===== config.mk =====
export PLATFORM = sky130hd
export DESIGN_NAME = rx_byte_packer
export DESIGN_NICKNAME = d
export VERILOG_FILES = /design/src/rtl/rx_byte_packer_pkg.sv /design/src/rtl/rx_byte_packer_fifo.sv /design/src/rtl/rx_byte_packer.sv
export SDC_FILE = /design/constraint.sdc
export NUM_CORES = 2
export LEC_CHECK = 0
export BUFFER_PORTS_ARGS = -buffer_cell sky130_fd_sc_hd__buf_4
export CAP_MARGIN = 20
export CORE_MARGIN = 3
export CORE_UTILIZATION = 35
export DETAILED_ROUTE_END_ITERATION = 6
export GPL_TIMING_DRIVEN = 0
export SLEW_MARGIN = 40
export SYNTH_ARGS = -nofsm -noshare
export SYNTH_HDL_FRONTEND = slang
export SYNTH_MEMORY_MAX_BITS = 65536
export SYNTH_SLANG_ARGS = --single-unit

===== constraint.sdc =====
create_clock -name s00_axi_aclk -period 6.5 [get_ports s00_axi_aclk]
set_input_delay 0.325 -clock s00_axi_aclk [delete_from_list [all_inputs] [get_ports s00_axi_aclk]]
set_output_delay 0.325 -clock s00_axi_aclk [all_outputs]
set_load 0.005 [all_outputs]

===== src/rtl/rx_byte_packer_pkg.sv =====
// Shared types and word-layout constants for the rx byte packer.
package rx_byte_packer_pkg;

  localparam int unsigned WORD_W = 64;

  // Header word field offsets
  localparam int unsigned LEN_LSB  = 0;
  localparam int unsigned RATE_LSB = 16;

  // Status word field offsets
  localparam int unsigned FCS_BIT   = 0;
  localparam int unsigned OVF_BIT   = 1;
  localparam int unsigned ABORT_BIT = 2;
  localparam int unsigned CNT_LSB   = 16;

  typedef enum logic [2:0] {
    ST_IDLE,
    ST_DATA,
    ST_FLUSH,
    ST_STATUS,
    ST_HDR
  } state_t;

  function automatic logic [WORD_W-1:0] hdr_word(input logic [15:0] len,
                                                 input logic [7:0]  rate);
    logic [WORD_W-1:0] w;
    w = '0;
    w[LEN_LSB +: 16] = len;
    w[RATE_LSB +: 8] = rate;
    return w;
  endfunction

  function automatic logic [WORD_W-1:0] status_word(input logic        fcs,
                                                    input logic        ovf,
                                                    input logic        abort,
                                                    input logic [15:0] cnt);
    logic [WORD_W-1:0] w;
    w = '0;
    w[FCS_BIT]       = fcs;
    w[OVF_BIT]       = ovf;
    w[ABORT_BIT]     = abort;
    w[CNT_LSB +: 16] = cnt;
    return w;
  endfunction

endpackage


===== src/rtl/rx_byte_packer_fifo.sv =====
// First-word-fall-through FIFO; head entry is visible while not empty.
module rx_word_fifo #(
  parameter int unsigned DEPTH = 64,
  parameter int unsigned AW    = 6,
  parameter int unsigned W     = 65
) (
  input  logic         clk,
  input  logic         rst_n,
  input  logic         i_push,
  input  logic [W-1:0] i_data,
  input  logic         i_pop,
  output logic [W-1:0] o_data,
  output logic         o_full,
  output logic         o_empty
);

  logic [W-1:0]  r_mem [DEPTH];
  logic [AW-1:0] r_wr_ptr;
  logic [AW-1:0] r_rd_ptr;
  logic [AW:0]   r_count;
  logic          w_do_pop;
  logic          w_do_push;

  assign o_full    = (r_count == (AW+1)'(DEPTH));
  assign o_empty   = (r_count == '0);
  assign w_do_pop  = i_pop && !o_empty;
  // A push into a full FIFO is accepted when the head leaves in the same cycle.
  assign w_do_push = i_push && (!o_full || w_do_pop);
  assign o_data    = o_empty ? '0 : r_mem[r_rd_ptr];

  // Storage write; contents need no reset because reads are gated by empty.
  always_ff @(posedge clk) begin
    if (w_do_push) r_mem[r_wr_ptr] <= i_data;
  end

  // Pointer and occupancy tracking
  always_ff @(posedge clk or negedge rst_n) begin
    if (!rst_n) begin
      r_wr_ptr <= '0;
      r_rd_ptr <= '0;
      r_count  <= '0;
    end else begin
      if (w_do_push) r_wr_ptr <= r_wr_ptr + 1'b1;
      if (w_do_pop)  r_rd_ptr <= r_rd_ptr + 1'b1;
      case ({w_do_push, w_do_pop})
        2'b10:   r_count <= r_count + 1'b1;
        2'b01:   r_count <= r_count - 1'b1;
        default: r_count <= r_count;
      endcase
    end
  end

endmodule


===== src/rtl/rx_byte_packer.sv =====
// Packs receiver bytes into header/payload/status 64-bit words on a stream.
module rx_byte_packer
  import rx_byte_packer_pkg::*;
#(
  parameter int unsigned FIFO_DEPTH = 64,
  parameter int unsigned FIFO_AW    = 6
) (
  input  logic        s00_axi_aclk,
  input  logic        s00_axi_aresetn,
  input  logic        enable,
  input  logic        pkt_header_valid_strobe,
  input  logic        ht_unsupport,
  input  logic [7:0]  pkt_rate,
  input  logic [15:0] pkt_len,
  input  logic        byte_out_strobe,
  input  logic [7:0]  byte_out,
  input  logic        fcs_out_strobe,
  input  logic        fcs_ok,
  output logic [63:0] m_tdata,
  output logic        m_tlast,
  output logic        m_tvalid,
  input  logic        m_tready,
  output logic        busy,
  output logic [15:0] pkt_count,
  output logic [15:0] overflow_count
);

  state_t              r_state;
  logic [15:0]         r_len;
  logic [7:0]          r_rate;
  logic [WORD_W-1:0]   r_word;
  logic [2:0]          r_byte_idx;
  logic [15:0]         r_byte_cnt;
  logic                r_fcs_ok;
  logic                r_ovf;
  logic                r_abort;
  logic                r_pend;
  logic [15:0]         r_pkt_cnt;
  logic [15:0]         r_ovf_cnt;

  logic                w_push;
  logic                w_push_last;
  logic [WORD_W-1:0]   w_push_data;
  logic [WORD_W:0]     w_fifo_out;
  logic                w_fifo_full;
  logic                w_fifo_empty;
  logic                w_pop;
  logic                w_drop;
  logic                w_stray;
  logic                w_stat_stall;
  logic                w_hdr_ok;
  logic [2:0]          w_idx_inc;
  logic [2:0]          w_idx_after;
  logic [1:0]          w_ovf_inc;
  logic [16:0]         w_ovf_sum;

  rx_word_fifo #(
    .DEPTH (FIFO_DEPTH),
    .AW    (FIFO_AW),
    .W     (WORD_W + 1)
  ) u_fifo (
    .clk     (s00_axi_aclk),
    .rst_n   (s00_axi_aresetn),
    .i_push  (w_push),
    .i_data  ({w_push_last, w_push_data}),
    .i_pop   (w_pop),
    .o_data  (w_fifo_out),
    .o_full  (w_fifo_full),
    .o_empty (w_fifo_empty)
  );

  assign m_tvalid       = !w_fifo_empty;
  assign m_tdata        = w_fifo_out[WORD_W-1:0];
  assign m_tlast        = w_fifo_out[WORD_W];
  assign busy           = (r_state != ST_IDLE);
  assign pkt_count      = r_pkt_cnt;
  assign overflow_count = r_ovf_cnt;

  assign w_pop        = m_tvalid && m_tready;
  assign w_hdr_ok     = enable && !ht_unsupport;
  assign w_idx_inc    = r_byte_idx + 3'd1;
  assign w_idx_after  = byte_out_strobe ? w_idx_inc : r_byte_idx;
  assign w_stat_stall = (r_state == ST_STATUS) && w_fifo_full && !w_pop;
  assign w_drop       = w_push && w_fifo_full && !w_pop;
  assign w_stray      = byte_out_strobe &&
                        ((r_state == ST_HDR) || (r_state == ST_FLUSH) || (r_state == ST_STATUS));
  assign w_ovf_inc    = {1'b0, w_drop} + {1'b0, w_stray};
  assign w_ovf_sum    = {1'b0, r_ovf_cnt} + 17'(w_ovf_inc);

  // Select the word (if any) pushed this cycle; at most one per cycle.
  always_comb begin
    w_push      = 1'b0;
    w_push_last = 1'b0;
    w_push_data = '0;
    case (r_state)
      ST_HDR: begin
        w_push      = 1'b1;
        w_push_data = hdr_word(r_len, r_rate);
      end
      ST_DATA: begin
        if (byte_out_strobe && (r_byte_idx == 3'd7)) begin
          w_push      = 1'b1;
          w_push_data = {byte_out, r_word[55:0]};
        end
      end
      ST_FLUSH: begin
        w_push      = 1'b1;
        w_push_data = r_word;
      end
      ST_STATUS: begin
        // Status is withheld rather than dropped while the FIFO is full.
        w_push      = !w_stat_stall;
        w_push_last = 1'b1;
        w_push_data = status_word(r_fcs_ok, r_ovf, r_abort, r_byte_cnt);
      end
      default: ;
    endcase
  end

  // Packet framing state machine with counters and sticky flags
  always_ff @(posedge s00_axi_aclk or negedge s00_axi_aresetn) begin
    if (!s00_axi_aresetn) begin
      r_state    <= ST_IDLE;
      r_len      <= '0;
      r_rate     <= '0;
      r_word     <= '0;
      r_byte_idx <= '0;
      r_byte_cnt <= '0;
      r_fcs_ok   <= 1'b0;
      r_ovf      <= 1'b0;
      r_abort    <= 1'b0;
      r_pend     <= 1'b0;
      r_pkt_cnt  <= '0;
      r_ovf_cnt  <= '0;
    end else begin
      r_ovf_cnt <= w_ovf_sum[16] ? '1 : w_ovf_sum[15:0];
      case (r_state)
        ST_IDLE: begin
          if (pkt_header_valid_strobe && w_hdr_ok) begin
            r_len   <= pkt_len;
            r_rate  <= pkt_rate;
            r_state <= ST_HDR;
          end
        end
        ST_HDR: begin
          r_byte_idx <= '0;
          r_byte_cnt <= '0;
          r_word     <= '0;
          r_fcs_ok   <= 1'b0;
          r_abort    <= 1'b0;
          r_pend     <= 1'b0;
          r_ovf      <= w_drop || byte_out_strobe;
          r_state    <= ST_DATA;
        end
        ST_DATA: begin
          if (w_drop) r_ovf <= 1'b1;
          if (byte_out_strobe) begin
            if (r_byte_idx == 3'd7) r_word <= '0;
            else                    r_word[{r_byte_idx, 3'b000} +: 8] <= byte_out;
            r_byte_idx <= w_idx_inc;
            if (r_byte_cnt != 16'hFFFF) r_byte_cnt <= r_byte_cnt + 16'd1;
          end
          if (fcs_out_strobe) begin
            r_fcs_ok <= fcs_ok;
            r_state  <= (w_idx_after != 3'd0) ? ST_FLUSH : ST_STATUS;
          end else if (pkt_header_valid_strobe) begin
            r_abort  <= 1'b1;
            r_fcs_ok <= 1'b0;
            r_pend   <= w_hdr_ok;
            if (w_hdr_ok) begin
              r_len  <= pkt_len;
              r_rate <= pkt_rate;
            end
            r_state <= (w_idx_after != 3'd0) ? ST_FLUSH : ST_STATUS;
          end
        end
        ST_FLUSH: begin
          if (w_drop || byte_out_strobe) r_ovf <= 1'b1;
          r_state <= ST_STATUS;
        end
        ST_STATUS: begin
          if (w_stat_stall) begin
            if (byte_out_strobe) r_ovf <= 1'b1;
            if (pkt_header_valid_strobe) begin
              r_abort  <= 1'b1;
              r_fcs_ok <= 1'b0;
              r_pend   <= w_hdr_ok;
              if (w_hdr_ok) begin
                r_len  <= pkt_len;
                r_rate <= pkt_rate;
              end
            end
          end else begin
            r_pkt_cnt <= r_pkt_cnt + 16'd1;
            r_pend    <= 1'b0;
            r_state   <= r_pend ? ST_HDR : ST_IDLE;
          end
        end
        default: r_state <= ST_IDLE;
      endcase
    end
  end

endmodule


==> impl_summary.txt <==
----------------------------------------------------
[Floorplanning]
  Die outline area ... 0.483 mm^2
  Core Rows ... ~250
  Die boundary width ... slightly below 700 um
  Area of the placeable core ... 0.472 mm^2
  Die boundary height ... roughly 700 um
  Total I/O pin count ... 140
  Initial core utilization ... between 30% and 40%

[Route]
  Detailed-route wire length ... between 500000 and 600000 um
  Detail Route Antenna Nets ... 0
  Post-detailed-route wirelength per cell ... 38.8 um
  Pre-Repair DR Iteration Count ... 7
  Detailed-route via count ... ~94000
  Number of DRC violations after detailed routing ... 1
  Via count normalized by instance count ... about 6
  Initial drt markers ... 17324

[Yosys]
  Syn nets ... around 7700
  Leading register cell type out of synthesis ... sky130_fd_sc_hd__edfxtp_1
  Distinct cell type count after synthesis ... 77
  Post-synthesis instance area ... ~0.17 mm^2
  Synth async-reset ratio ... about 3.8%
  Warning count from the yosys run ... 0
  Count of flip-flops with a built-in enable after synthesis ... 4160
  Portion of the post-synthesis area used by sequential elements ... between 70 and 80%
  Number of standard cells after synthesis ... 7603
  Per-instance average area after synthesis ... approximately 22 um^2
  Number of register bits inferred by synthesis ... 4325

[Timing]
  Worst-case clock skew ... just over 0.06 ns
  Slew headroom ... 33.1%
  Final setup violating endpoints ... 0
  Hold Fails Final Rpt ... 0
  Crit share post-route ... 92.2%
  Worst Max-Slew Pin Slew ... between 0.9 and 1 ns
  Final critical delay including setup and external delays ... between 5 and 6 ns
  RSZ-0062 raised after global routing ... false
  Max-slew violation total from the final report ... 0
  Highest achievable clock rate ... 167 MHz
  Final setup TNS ... 0 ns

[Hold path]
  Kind of path behind the tightest hold check ... primary input to register

[Global routing]
  First-pass GRT wire length ... roughly 790000 um
  Number of global-route vias before repair ... roughly 90000
  Global-route total usage across every layer ... 24.2%
  Largest net degree at the start of global routing ... 65
  Overflow left after global routing ... 0
  Number of antenna violations at the first check in global routing ... 31

[Pwr]
  Power density relative to cell area ... 422 mW/mm^2
  VDD IR-drop max ... 309 uV
  Lkg Pwr ... approximately 67 nW

[CTS]
  Clock transition at the registers of the reported paths ... about 0.06 ns
  Number of H-tree branching levels ... 5
  # resized after CTS ... 0
  Clock tree from TritonCTS ... yes
  Clock insertion delay at the later pin of the skew report ... 1.02 ns
  Clock tree sinks ... 4325
  Largest buffer count on any clock path ... 4
  Cts bufs inserted ... around 430
  Root Buffer Master ... sky130_fd_sc_hd__clkbuf_16

[Outcome]
  Violated checks ... design-rule violations
  Outcome ... finished with violations

[Job]
  Max_cap viols ... 0

[Worst setup path]
  Startpoint class of the critical path ... register
  Data arrival at the endpoint of the critical path ... roughly 5.7 ns
  Worst Setup End Kind ... output pin
  Maximum fanout encountered on the critical timing path ... 11
  Type of the setup path with the least slack ... register to output pin
  Required time worst endpoint ... 6.17 ns

[Final layout]
  Synthesis-to-layout area growth ... 21.8%
  Share of final-layout standard cells stronger than drive strength 1 ... 30.7%
  Final net count ... 8818
  Finished Layout Cells ... 15367
  Post-layout util ... 42.9%

[Placement]
  Post-DP HPWL ... 430000 um
  Port-buffer cells ... 134
  DP Cell Count ... 14499
  Routability Congestion ... between 0.8 and 0.9

----------------------------------------------------
==> cell usage after synthesis, drive strengths merged, types with 6 or more instances <==
master	number	share of area [%]
o22ai	119	0.45
o211ai	38	0.17
nand2	138	0.31
or3	14	0.053
nor2b	14	0.053
mux4	937	13
and3	35	0.13
clkbuf	201	0.46
nor3	10	0.037
xor2	21	0.11
a211oi	67	0.31
o32ai	10	0.053
edfxtp	4160	75
a32o	8	0.048
dfrtp	165	2.5
nand3b	6	0.027
nand2b	13	0.049
and2	11	0.041
a21o	6	0.027
a21oi	98	0.29
or4	9	0.041
inv	21	0.047
ha	12	0.090
nand4	12	0.045
a211o	26	0.14
o31ai	6	0.027
a22o	109	0.57
a22oi	74	0.33
and4	6	0.032
a311o	7	0.042
buf	241	0.88
xnor2	23	0.12
o21ai	131	0.39
nor2	136	0.31
a221oi	25	0.13
a2111oi	34	0.20
nand3	74	0.22
mux2	31	0.21
o221ai	67	0.35
o2bb2ai	13	0.068
mux2i	431	2.6
==> area by class of cell <==
class / count / area [um^2]
antenna: 17 / 42.5
buffer: 442 / 2400
clock buffer: 534 / 11300
clock inverter: 264 / 2440
fill: 39491 / 270000
inverter: 22 / 82.6
multi-input combinational: 2814 / 36100
sequential: 4325 / 129000
tap: 6223 / 7790
timing repair buffer: 726 / 13200
==> registers in the layout, indices dropped and copies added (netlist names) <==
register / count
r_state: 3
u_fifo.r_count: 7
u_fifo.r_mem: 4160
r_abort: 1
r_byte_idx: 3
r_word: 64
r_pend: 1
r_byte_cnt: 16
r_fcs_ok: 1
pkt_count: 16
u_fifo.r_wr_ptr: 6
overflow_count: 16
u_fifo.r_rd_ptr: 6
r_rate: 8
r_ovf: 1
r_len: 16
==> critical path, stage by stage, from the launching register on <==
cell and delay (ns):
sky130_fd_sc_hd__dfrtp_1 0.37, sky130_fd_sc_hd__buf_2 0.23, sky130_fd_sc_hd__buf_4 0.25, sky130_fd_sc_hd__inv_1 0.42, sky130_fd_sc_hd__buf_2 0.78, sky130_fd_sc_hd__buf_4 0.65
sky130_fd_sc_hd__mux2i_1 0.21, sky130_fd_sc_hd__o21ai_0 0.62, sky130_fd_sc_hd__a21oi_1 0.22, sky130_fd_sc_hd__o32ai_1 0.61, sky130_fd_sc_hd__buf_4 0.23
==> worst paths after layout <==
path	start	end	slack [ns]	cells after the start
max	u_fifo.r_rd_ptr[2]	m_tdata[49]	0.51	10
min	pkt_len[2]	r_len[2]	0.11	3
max reg2reg	r_byte_idx[1]	u_fifo.r_mem[6][52]	2.19	12
min reg2reg	pkt_count[15]	pkt_count[15]	0.49	1
max in group asynchronous	s00_axi_aresetn	u_fifo.r_rd_ptr[3]	5.40	5
min in group asynchronous	s00_axi_aresetn	r_len[3]	0.41	4
==> cells in the final DEF, fill, tap and decap left out, drive strengths merged, types with 41 or more instances in the layout <==
master,netlist,layout
inv,21,41
buf,241,913
a22oi,74,74
nand2,138,138
nor2,136,136
o221ai,67,67
clkinv,1,196
o22ai,119,119
mux2i,431,431
o21ai,131,131
mux4,937,937
edfxtp,4160,4160
a21oi,98,98
nand3,74,74
dfrtp,165,165
a211oi,67,67
a22o,109,109
dlygate4sd3,0,48
clkbuf,201,741
==> timing repair <==
item,4_1_cts,5_1_grt
hold buffers,49,0
setup buffers,0,0
hold endpoints to repair,222,0
==> kinds of logic after synthesis <==
| family | after synthesis | share of synthesized area, % |
|---|---|---|
| flip-flops | 4325 | 77.6 |
| multiplexers | 1399 | 15.5 |
| AO/OA/AOI/OAI | 862 | 3.74 |
| AND/OR/NAND/NOR | 496 | 1.44 |
| buffers and inverters | 464 | 1.38 |
| XOR/XNOR | 44 | 0.232 |
| adder cells (fa/ha/maj) | 13 | 0.102 |
==> power breakdown <==
group / switching [mW] / internal (mW)
sequential: 0.450 / 32.0
combinational: 18.8 / 9.42
clock: 10.8 / 13.9
==> stage by stage <==
stage | total power, mW | setup WS [ns] | hold WS [ns] | cell area [um^2]
6_report | 85.4 | 0.507 | 0.108 | 202000
4_1_cts | 85.0 | 0.617 | 0.0489 | 202000
3_5_place_dp | 60.6 | 1.69 | 0.312 | 188000
5_1_grt | 87.1 | 0.745 | 0.120 | 202000
2_1_floorplan | 46.2 | 1.43 | 0.0294 | 166000
3_3_place_gp | 59.1 | -5.38 | 0.466 | 175000
==> per-layer routing <==
layer	share of wire [%]	track usage [%]	up-vias	routed length [um]
met4	6.7	13.6	8	40100
li1	-	-	34714	-
met5	0.0089	0	-	53
met1	35	31.2	49511	210000
met3	14	7.74	1464	82800
met2	44	36.2	7813	264000
Power figures use the tool's default switching activity.
